--- src/rtl/pc_sequencer_if.sv ---
// rtl/pc_sequencer_if.sv - fetch-side bus of the PC stage; PC_RETURN_STACK_EN adds call/ret/stack_err
`ifndef DATA_WIDTH
`define DATA_WIDTH 21
`endif

interface pc_sequencer_if #(
  parameter int ADDR_WIDTH = `DATA_WIDTH
);
  logic                  stall;
  logic                  load;
  logic [ADDR_WIDTH-1:0] target;
  logic [ADDR_WIDTH-1:0] pc;
  logic                  valid;
  logic                  pending;
`ifdef PC_RETURN_STACK_EN
  logic                  call;
  logic                  ret;
  logic                  stack_err;

  modport master (output stall, load, target, call, ret,
                  input  pc, valid, pending, stack_err);
  modport slave  (input  stall, load, target, call, ret,
                  output pc, valid, pending, stack_err);
`else
  modport master (output stall, load, target,
                  input  pc, valid, pending);
  modport slave  (input  stall, load, target,
                  output pc, valid, pending);
`endif
endinterface

--- src/rtl/pc_sequencer.sv ---
// rtl/pc_sequencer.sv - program counter with branch redirect bubble, stall and pending-redirect capture
// Optional return stack enabled by PC_RETURN_STACK_EN.
`ifndef DATA_WIDTH
`define DATA_WIDTH 21
`endif

module pc_sequencer #(
  parameter int                    ADDR_WIDTH   = `DATA_WIDTH,
  parameter logic [ADDR_WIDTH-1:0] RESET_VECTOR = '0,
  parameter int                    STACK_DEPTH  = 4
) (
  input  logic           clock,
  input  logic           reset,
  pc_sequencer_if.slave  bus
);
  typedef enum logic [1:0] {BOOT, RUN, REDIRECT} state_t;

  state_t                state;
  logic [ADDR_WIDTH-1:0] pc_q;
  logic                  valid_q;
  logic                  pending_q;
  logic [ADDR_WIDTH-1:0] pend_tgt;

  logic                  live_req;
  logic                  redirect;
  logic [ADDR_WIDTH-1:0] exec_tgt;

  assign bus.pc      = pc_q;
  assign bus.valid   = valid_q;
  assign bus.pending = pending_q;

`ifdef PC_RETURN_STACK_EN
  typedef enum logic [1:0] {OP_LOAD, OP_CALL, OP_RET} op_t;
  localparam int CW = $clog2(STACK_DEPTH + 1);

  logic [ADDR_WIDTH-1:0] stk [STACK_DEPTH];
  logic [CW-1:0]         depth;
  logic                  stack_err_q;
  op_t                   pend_op;
  op_t                   live_op;
  op_t                   exec_op;

  assign bus.stack_err = stack_err_q;

  always_comb begin
    live_req = bus.load | bus.call | bus.ret;
    live_op  = bus.ret ? OP_RET : (bus.call ? OP_CALL : OP_LOAD);
    exec_op  = live_req ? live_op : pend_op;
    redirect = live_req | pending_q;
    exec_tgt = live_req ? bus.target : pend_tgt;
    // Popping an empty stack falls back to the reset vector
    if (exec_op == OP_RET)
      exec_tgt = (depth == '0) ? RESET_VECTOR : stk[0];
  end
`else
  always_comb begin
    live_req = bus.load;
    redirect = live_req | pending_q;
    exec_tgt = live_req ? bus.target : pend_tgt;
  end
`endif

  always_ff @(posedge clock) begin
    if (reset) begin
      state     <= BOOT;
      pc_q      <= RESET_VECTOR;
      valid_q   <= 1'b0;
      pending_q <= 1'b0;
      pend_tgt  <= '0;
`ifdef PC_RETURN_STACK_EN
      pend_op     <= OP_LOAD;
      depth       <= '0;
      stack_err_q <= 1'b0;
      for (int i = 0; i < STACK_DEPTH; i++) stk[i] <= '0;
`endif
    end else if (bus.stall) begin
      // Everything freezes except capture of a redirect; last request wins
      if (live_req) begin
        pending_q <= 1'b1;
        pend_tgt  <= bus.target;
`ifdef PC_RETURN_STACK_EN
        pend_op   <= live_op;
`endif
      end
    end else begin
      case (state)
        BOOT: begin
          state   <= RUN;
          valid_q <= 1'b1;
        end
        default: begin
          if (redirect) begin
            pc_q      <= exec_tgt;
            valid_q   <= 1'b0;
            pending_q <= 1'b0;
            state     <= REDIRECT;
`ifdef PC_RETURN_STACK_EN
            // Stack is a shift register with stk[0] on top; a full push drops the bottom
            if (exec_op == OP_CALL) begin
              for (int i = STACK_DEPTH - 1; i > 0; i--) stk[i] <= stk[i-1];
              stk[0] <= pc_q + ADDR_WIDTH'(1);
              if (depth == CW'(STACK_DEPTH)) stack_err_q <= 1'b1;
              else                           depth       <= depth + CW'(1);
            end else if (exec_op == OP_RET) begin
              if (depth == '0) begin
                stack_err_q <= 1'b1;
              end else begin
                for (int i = 0; i < STACK_DEPTH - 1; i++) stk[i] <= stk[i+1];
                depth <= depth - CW'(1);
              end
            end
`endif
          end else if (state == RUN) begin
            pc_q    <= pc_q + ADDR_WIDTH'(1);
            valid_q <= 1'b1;
          end else begin
            valid_q <= 1'b1;
            state   <= RUN;
          end
        end
      endcase
    end
  end
endmodule

--- src/flat_wrapper.sv ---
// flat-port wrapper written by rule: the top's interface ports become plain ports
module pc_sequencer_flat 
#(
  parameter int                    ADDR_WIDTH   = `DATA_WIDTH,
  parameter logic [ADDR_WIDTH-1:0] RESET_VECTOR = '0,
  parameter int                    STACK_DEPTH  = 4
)
  (clock, reset, bus_stall, bus_load, bus_target, bus_pc, bus_valid, bus_pending);
  pc_sequencer_if #(.ADDR_WIDTH(ADDR_WIDTH)) bus_i ();
  input  logic clock;
  input  logic reset;
  input wire logic [$bits(bus_i.stall)-1:0] bus_stall;
  input wire logic [$bits(bus_i.load)-1:0] bus_load;
  input wire logic [$bits(bus_i.target)-1:0] bus_target;
  output wire logic [$bits(bus_i.pc)-1:0] bus_pc;
  output wire logic [$bits(bus_i.valid)-1:0] bus_valid;
  output wire logic [$bits(bus_i.pending)-1:0] bus_pending;
  assign bus_i.stall = bus_stall;
  assign bus_i.load = bus_load;
  assign bus_i.target = bus_target;
  assign bus_pc = bus_i.pc;
  assign bus_valid = bus_i.valid;
  assign bus_pending = bus_i.pending;
  pc_sequencer #(.ADDR_WIDTH(ADDR_WIDTH), .RESET_VECTOR(RESET_VECTOR), .STACK_DEPTH(STACK_DEPTH)) u_core (.clock(clock), .reset(reset), .bus(bus_i));
endmodule
--- config.mk ---
export PLATFORM = sky130hd
export DESIGN_NAME = pc_sequencer_flat
export DESIGN_NICKNAME = d
export VERILOG_FILES = /design/src/rtl/pc_sequencer_if.sv /design/src/rtl/pc_sequencer.sv /design/src/flat_wrapper.sv
export SDC_FILE = /design/constraint.sdc
export NUM_CORES = 1
export LEC_CHECK = 0
export ABC_CLOCK_PERIOD_IN_PS = 1900
export CAP_MARGIN = 20
export CORE_MARGIN = 2
export CORE_UTILIZATION = 45
export CTS_BUF_LIST = sky130_fd_sc_hd__clkbuf_16
export CTS_CLUSTER_DIAMETER = 30
export DETAILED_ROUTE_END_ITERATION = 12
export PLACE_DENSITY_LB_ADDON = 0.25
export SLEW_MARGIN = 20
export SYNTH_ARGS = -nofsm -noshare
export SYNTH_HDL_FRONTEND = slang
export SYNTH_SLANG_ARGS = --single-unit
--- constraint.sdc ---
create_clock -name clock -period 1.9 [get_ports clock]
set_input_delay 0.38 -clock clock [delete_from_list [all_inputs] [get_ports clock]]
set_output_delay 0.38 -clock clock [all_outputs]
set_load 0.02 [all_outputs]
Word level (Yosys, flattened, before mapping)
Index checks and enable logic that the tools add are counted.

storage, ports and cells
  logic and storage cells = 31
  output and inout bits = 23
  input bits = 25
  register bits after elaboration = 46

cells by class
  muxes and demuxes = 12
  bitwise logic cells = 3
  equal/unequal tests = 4
  $add $sub $neg = 1
  reductions and logical operators = 6

operator list
  kind                                                                   number
  21-bit 2-to-1 mux                                                      3
  21-bit by 1-bit adder with 21-bit output, second input constant        1
  1-bit 2-to-1 mux                                                       6
  2-bit 2-to-1 mux                                                       3
  3-bit AND reduction                                                    2
  2-bit nonzero test                                                     2
  3-bit by 2-bit != test with 1-bit output, second input constant        1
  2-bit by 1-bit equality test with 1-bit output, second input constant  1
  2-bit zero test                                                        1
  2-bit by 1-bit != test with 1-bit output, second input constant        1
  2-bit != test, second input constant                                   1
  1-bit inverter                                                         2
  2-bit AND reduction                                                    1
  1-bit bitwise OR                                                       1

Logic depth before layout (Yosys ltp)
Gate-level depths: netlist of the first run.

  word-level depth = 4
  depth in mapped cells = 6
  mapped depth without buffers = 5

Least setup slack after synthesis of the first run
Ideal clock, no wire load.

  kind = register -> register
  start = register u_core.pc_q[0], in the netlist u_core.bus.pc[0]
  end = register u_core.pc_q[18], in the netlist u_core.bus.pc[18]
  path buffers = 1
  cell stages (with the launch flop) = 7
  library setup time = 0.092 ns
  clock period less this slack = 1.743 ns
  arrival = 1.651 ns
  path slack = 0.157 ns
  required time = 1.808 ns
  path through = dfxtp_1 ha_1 nand3_2 buf_6 nor4_1 a311oi_1 nor4_1

between the ends
  cells in the longest elaborated chain, start to end = 3

RTL lines
  what                                      line                 RTL
  from (decl)                               pc_sequencer.sv:19   logic [ADDR_WIDTH-1:0] pc_q;
  from (signal assigned)                    pc_sequencer.sv:93   pc_q <= exec_tgt;
  from (signal assigned)                    pc_sequencer.sv:114  pc_q <= pc_q + ADDR_WIDTH'(1);
  21-bit by 1-bit adder with 21-bit output  pc_sequencer.sv:114
  21-bit 2-to-1 mux                         pc_sequencer.sv:113  end else if (state == RUN) begin
  21-bit 2-to-1 mux                         pc_sequencer.sv:92   if (redirect) begin

No other way between the ends. The select of a mux whose other input is x is not followed.
A chain may end at the register's enable or synchronous reset.

Worst setup path after layout of the first run
  start = register u_core.pc_q[13], in the netlist u_core.bus.pc[13]
  end = register u_core.pc_q[16], in the netlist u_core.bus.pc[16]

Same word-level chain as after synthesis.

==> impl_metrics.py, run 1 <==
metrics = {
    "layout": {
        "fin_area_um2": 3520,
        "utilization": 0.642,
        "multi_input_area_um2": 1500,
        "diodes": 0,
        "drive_above_1_share": 0.149,
        "area_delta_synth_final_pct": 38.8,
        "nFillCells": 482,
        "finalNonFillerCells": 481,
        "nets": 435,
        "regArea_um2": 922,
    },
    "synth": {
        "avgSynthCellArea_um2": 7.43,
        "synthArstFlopShare": 0,
        "yosys.area_share.simple": 0.313,
        "syn_inst": 341,
        "synth_top_family_by_area": "simple AND/OR/NAND/NOR gates",
        "synth_flop_cell": "dfxtp_1",
        "synth_top_area_share": 0.364,
        "synth_xor_area_frac": 0.00346,
        "synthAdderAreaFrac": 0.00494,
        "synth_area_leaders": "dfxtp_1 (36%), nand2_1 (11%), a21oi_1 (6.7%)",
        "yosys.area.top_type": "dfxtp_1",
        "syn_nets": 367,
        "syn_area_um2": 2530,
        "synth-warning-count": 0,
        "ys_seq_area_frac": 0.364,
        "yosysUniqueCellTypes": 54,
        "muxShareOfSynthArea": 0.0237,
        "yosys_register_bits": 46,
        "synth_compound_area_frac": 0.234,
        "synth_edf_count": 0,
    },
    "sta": {
        "fin_crit_sh": 0.988,
        "finalHoldViolations": 0,
        "period_needed_ps": 1880,
        "worst_clock_skew_ps": 6.79,
        "relSlewSlack": 0.671,
        "drv_slew": 0,
        "fin_hold_ws_ps": 453,
        "worst_pin_slew_ps": 489,
        "setup-violations-final": 0,
        "max_freq_mhz": 533,
    },
    "clock_tree": {
        "htree_levels": 2,
        "cts-root-buf": "clkbuf_16",
        "cts_tree": "built",
        "clock_sinks": 46,
        "cts_made_buffers": 5,
        "cts_setup_buffers": 0,
        "clk_latency_ps": 290,
        "clk_pin_slew_ps": 60,
        "cts_buffer_depth": 2,
    },
    "grt": {
        "grt_first_pass_wirelength_um": 12700,
        "grt.overflow.total": 0,
        "gr-usage-met3": 0.0511,
        "met1_usage": 0.359,
        "met2_usage": 0.393,
        "grt_pass1_vias": 2542,
        "grt_use_total": 0.256,
        "grt_max_degree": 26,
        "grt_busiest_layer": "met2",
        "antenna_found_initial": 0,
    },
    "setup_path": {
        "arrival_ps": 2030,
        "path_cells": "nand4_1 -> or2_2 -> o41ai_1 -> a221oi_1",
        "crit_path_max_fanout": 5,
        "cp_slowest_cell": "dfxtp_1",
        "critPathMaxStageDelay_ps": 460,
        "crit_path_end_kind": "register",
        "critPathKind": "register to register",
        "required_ps": 2060,
        "start_kind": "register",
    },
    "placement": {
        "place_congestion": 0.914,
        "placed_cell_area_um2": 3330,
        "dp_cells": 474,
        "io_buffers": 47,
        "place_hpwl_um": 5470,
    },
    "floorplanning": {
        "rows": 27,
        "die_h_um": 79.0,
        "initial_core_util": 0.463,
        "coreArea_um2": 5470,
        "num_io_pins": 48,
        "fp.dieW_um": 79.0,
        "dieArea_um2": 6240,
    },
    "outcome": {
        "outcome": "finished clean",
    },
    "power": {
        "leakage_nw": 1.22,
        "power_density_nw_per_um2": 721,
        "ir_drop_v": 0.000449,
    },
    "flow_run": {
        "drv_cap": 0,
    },
    "detailed_routing": {
        "drt_iter0_markers": 320,
        "dr.pass1.iters": 6,
        "wl_per_cell_um": 16.2,
        "drcViolationCount": 0,
        "finalWirelength_um": 7800,
        "detail-route-antenna-nets": 0,
        "via_per_inst": 5.87,
        "vias": 2824,
    },
    "hold_path": {
        "hold_class": "register to register",
    },
}
## kinds of logic after synthesis
| family | count (synthesis) |
|---|---|
| multiplexers | 6 |
| AO/OA/AOI/OAI | 97 |
| adder cells (fa/ha/maj) | 1 |
| AND/OR/NAND/NOR | 157 |
| flip-flops | 46 |
| XOR/XNOR | 1 |
| buffers and inverters | 33 |
## layout make-up
cell class | count | share of cell area
clock buffers | 5 | 0.0356
well taps | 72 | 0.0256
flip-flops and latches | 46 | 0.262
clock inverters | 2 | 0.00961
multi-input cells | 262 | 0.426
repair buffers | 84 | 0.231
inverters | 10 | 0.0107
## registers in the layout, indices dropped and copies added, names as in the netlist
| name | cells |
|---|---|
| u_core.bus.pc | 21 |
| u_core.bus.pending | 1 |
| u_core.state | 2 |
| u_core.bus.valid | 1 |
| u_core.pend_tgt | 21 |
## worst max-delay path, delay by kind of cell (launching register included)
kind	cells	cell delay, ps
AND/OR/NAND/NOR	2	770
AO/OA/AOI/OAI	2	510
flip-flops	1	460
## Yosys cell counts, types with 4 or more instances
master     n
a31oi_1    6
o21ai_0   26
dfxtp_1   46
or3_1      4
nor4_1    13
nor2b_1    4
nor2_1    14
nor3_1     9
inv_1      9
nand2_1   74
mux2i_1    6
clkbuf_1  14
a211oi_1   4
a21oi_1   34
a311oi_1   4
nand4_1    6
buf_2      7
and3_1     7
## where the power goes
group	internal [mW]	total (mW)	switching, mW
clock	0.609	0.975	0.366
combinational	0.243	0.494	0.251
sequential	1.01	1.07	0.0514
## cells in the final DEF, fill, tap and decap left out, types with 2 or more instances in the layout
cell             instances
a211o_1                  3
a211oi_1                 4
a21oi_1                 34
a311oi_1                 4
a31oi_1                  6
and2_1                   2
and3_1                   7
buf_12                   5
buf_4                   32
clkbuf_16                5
clkdlybuf4s50_1         47
clkinv_1                 2
dfxtp_1                 45
inv_1                    9
mux2i_1                  6
nand2_1                 74
nand3_1                  3
nand4_1                  6
nand4_2                  2
nor2_1                  14
nor2b_1                  4
nor3_1                   9
nor3b_1                  3
nor4_1                  10
nor4_2                   4
o2111ai_1                2
o211ai_1                 3
o21a_1                   2
o21ai_0                 26
o22ai_1                  2
o311ai_0                 2
o41ai_1                  2
or2_2                    2
or3_1                    4
or3b_2                   2
## metal layers
| metal | wire (um) | up-vias |
|---|---|---|
| li1 | - | 1375 |
| met1 | 3480 | 1276 |
| met2 | 3530 | 157 |
| met3 | 673 | 16 |
| met4 | 110 | 0 |
| met5 | 0 | - |
## path summary, 6_finish.rpt
kind                                    startpoint                  to  slack [ps]  depth (start not counted)
worst max register to register   u_core.bus.pc[13]   u_core.bus.pc[16]          20                          4
worst min-delay path            u_core.pend_tgt[9]  u_core.pend_tgt[9]         450                          2
worst max-delay path             u_core.bus.pc[13]   u_core.bus.pc[16]          20                          4
worst min register to register  u_core.pend_tgt[9]  u_core.pend_tgt[9]         450                          2
## through the flow
| step | total power, mW | worst slack (ps) | setup TNS, ps |
|---|---|---|---|
| 3_5_place_dp | 1.57 | -106 | -801 |
| 5_1_grt | 2.62 | -9.18 | -9.18 |
| 2_1_floorplan | 1.31 | 157 | 0 |
| 3_3_place_gp | 1.56 | -61.5 | -333 |
| 6_report | 2.53 | 23.5 | 0 |
| 4_1_cts | 2.52 | 26.4 | 0 |
## timing repair
action | 4_1_cts | 5_1_grt
hold buffers | 0 | 0
gates resized for setup | 0 | 6
setup endpoints to repair | 0 | 6
(Power assumes the default switching activity.)
==> run 2: changes to the inputs <==
--- a/config.mk
+++ b/config.mk
@@ -9,7 +9,7 @@
 export CAP_MARGIN = 20
 export CORE_MARGIN = 2
 export CORE_UTILIZATION = 45
-export CTS_BUF_LIST = sky130_fd_sc_hd__clkbuf_16
+export CTS_BUF_LIST = sky130_fd_sc_hd__clkbuf_8
 export CTS_CLUSTER_DIAMETER = 30
 export DETAILED_ROUTE_END_ITERATION = 12
 export PLACE_DENSITY_LB_ADDON = 0.25
==> run 2 against run 1 <==
Compared with the run above: total power is 9.0% lower; final cell count unchanged; non-clock buffer count unchanged; sequential power about the same; clock skew about the same; final area shrank 1.5%; global-route usage down 0.21 points; clock power down 23%; flip-flop and latch count is the same; fmax down 0.83%; critical endpoint unchanged; largest power group unchanged.
==> impl_metrics.py, run 2 (synthesized netlist as in run 1, its figures left out) <==
metrics = {
    "flow_run": {
        "drv_cap": 0,
    },
    "setup_path": {
        "crit_path_max_fanout": 5,
        "crit_path_end_kind": "register",
        "crit_family": "simple AND/OR/NAND/NOR gates",
        "critPathMaxStageDelay_ps": 470,
        "cp_slowest_cell": "dfxtp_1",
        "start_kind": "register",
        "critPathBufInv": 0,
        "crit_start": "u_core.bus.pc[13]",
        "path_cells": "nand4_1 -> or2_2 -> o41ai_1 -> a221oi_1",
        "required_ps": 2070,
        "arrival_ps": 2060,
        "reg2reg_from": "u_core.bus.pc[13]",
        "r2r_setup_slack_ps": 8,
        "critPathKind": "register to register",
    },
    "floorplanning": {
        "rows": 27,
        "coreArea_um2": 5470,
        "dieArea_um2": 6240,
        "fp.dieW_um": 79.0,
        "initial_core_util": 0.463,
        "num_io_pins": 48,
        "die_h_um": 79.0,
    },
    "layout": {
        "final_cell_mix": "nand2_1 (74), clkdlybuf4s50_1 (47), dfxtp_1 (44), a21oi_1 (34), buf_4 (32)",
        "nets": 435,
        "multi_input_area_um2": 1490,
        "regArea_um2": 923,
        "final_common_cell": "nand2_1",
        "finalNonFillerCells": 481,
        "area_delta_synth_final_pct": 36.7,
        "nFillCells": 507,
        "diodes": 0,
        "drive_above_1_share": 0.149,
    },
    "sta": {
        "drv_slew": 0,
        "relSlewSlack": 0.686,
        "finalHoldViolations": 0,
        "fin_crit_sh": 0.996,
        "period_needed_ps": 1890,
        "fin_hold_ws_ps": 456,
        "tns_ps": 0,
        "max_freq_mhz": 528,
        "setup-violations-final": 0,
        "worst_pin_slew_ps": 467,
        "worst_clock_skew_ps": 7.20,
    },
    "power": {
        "ir_drop_v": 0.000372,
        "leakage_nw": 1.21,
        "power_density_nw_per_um2": 667,
        "power_mw": 2.31,
    },
    "hold_path": {
        "holdCritStartpoint": "u_core.pend_tgt[12]",
        "hold_class": "register to register",
    },
    "detailed_routing": {
        "finalWirelength_um": 7750,
        "detail-route-antenna-nets": 0,
        "wl_per_cell_um": 16.1,
        "vias": 2811,
        "via_per_inst": 5.84,
        "drt_iter0_markers": 335,
        "dr.pass1.iters": 5,
        "drcViolationCount": 0,
    },
    "grt": {
        "grt.overflow.total": 0,
        "grt_use_total": 0.254,
        "grt_pass1_vias": 2509,
        "antenna_found_initial": 0,
        "grt_first_pass_wirelength_um": 12700,
        "grt_max_degree": 26,
    },
    "clock_tree": {
        "clk_latency_ps": 290,
        "cts_buffer_depth": 2,
        "cts_setup_buffers": 0,
        "clk_pin_slew_ps": 90,
        "cts-root-buf": "clkbuf_8",
        "htree_levels": 2,
        "cts_tree": "built",
        "clock_sinks": 46,
        "cts_made_buffers": 5,
    },
    "outcome": {
        "outcome": "finished clean",
    },
    "placement": {
        "io_buffers": 47,
        "place_hpwl_um": 5470,
        "place_congestion": 0.914,
        "dp_cells": 474,
    },
}
run 2: layer usage:
| metal | up-vias | share of wire | track usage | routed length [um] |
|---|---|---|---|---|
| met1 | 1274 | 0.45 | 0.361 | 3500 |
| met5 | - | 0 | 0 | 0 |
| met3 | 15 | 0.078 | 0.0398 | 603 |
| met4 | 0 | 0.018 | 0.100 | 141 |
| met2 | 155 | 0.45 | 0.385 | 3510 |
| li1 | 1367 | - | - | - |
run 2: per-stage QoR:
stage | instance area (um^2) | util | worst slack (ps)
after detailed placement | 3330 | 0.608 | -106
final | 3460 | 0.633 | 7.75
after CTS | 3440 | 0.629 | 62.0
after global routing | 3460 | 0.633 | -14.6
after global placement | 3330 | 0.608 | -61.5
after floorplan | 2530 | - | 157
run 2: area by class of cell:
| type | instances | share of cell area |
|---|---|---|
| Clock buffer | 6 | 0.0239 |
| Inverter | 10 | 0.0108 |
| Sequential cell | 46 | 0.267 |
| Timing Repair Buffer | 84 | 0.234 |
| Tap cell | 72 | 0.0260 |
| Clock inverter | 1 | 0.00867 |
| Multi-Input combinational cell | 262 | 0.430 |
run 2: repair_timing:
action / CTS / global route
endpoints found under the setup margin: 1 / 5
hold buffers: 0 / 0
gates resized for setup: 1 / 4
gates cloned: 0 / 0
run 2: worst min-delay path, cell delays in order, from the launching register on:
cell and delay [ps]:
dfxtp_1 310, nand2_1 50, a21oi_1 50
run 2: final timing paths:
check	to	depth (start not counted)
min reg2reg	u_core.pend_tgt[12]	2
max reg2reg	u_core.bus.pc[16]	4
max	u_core.bus.pc[16]	4
min	u_core.pend_tgt[12]	2
run 2: power by group:
group / internal, mW / switching [mW] / total (mW)
Combinational: 0.242 / 0.250 / 0.493
Sequential: 1.01 / 0.0513 / 1.06
Clock: 0.421 / 0.329 / 0.750
Total: 1.68 / 0.631 / 2.31
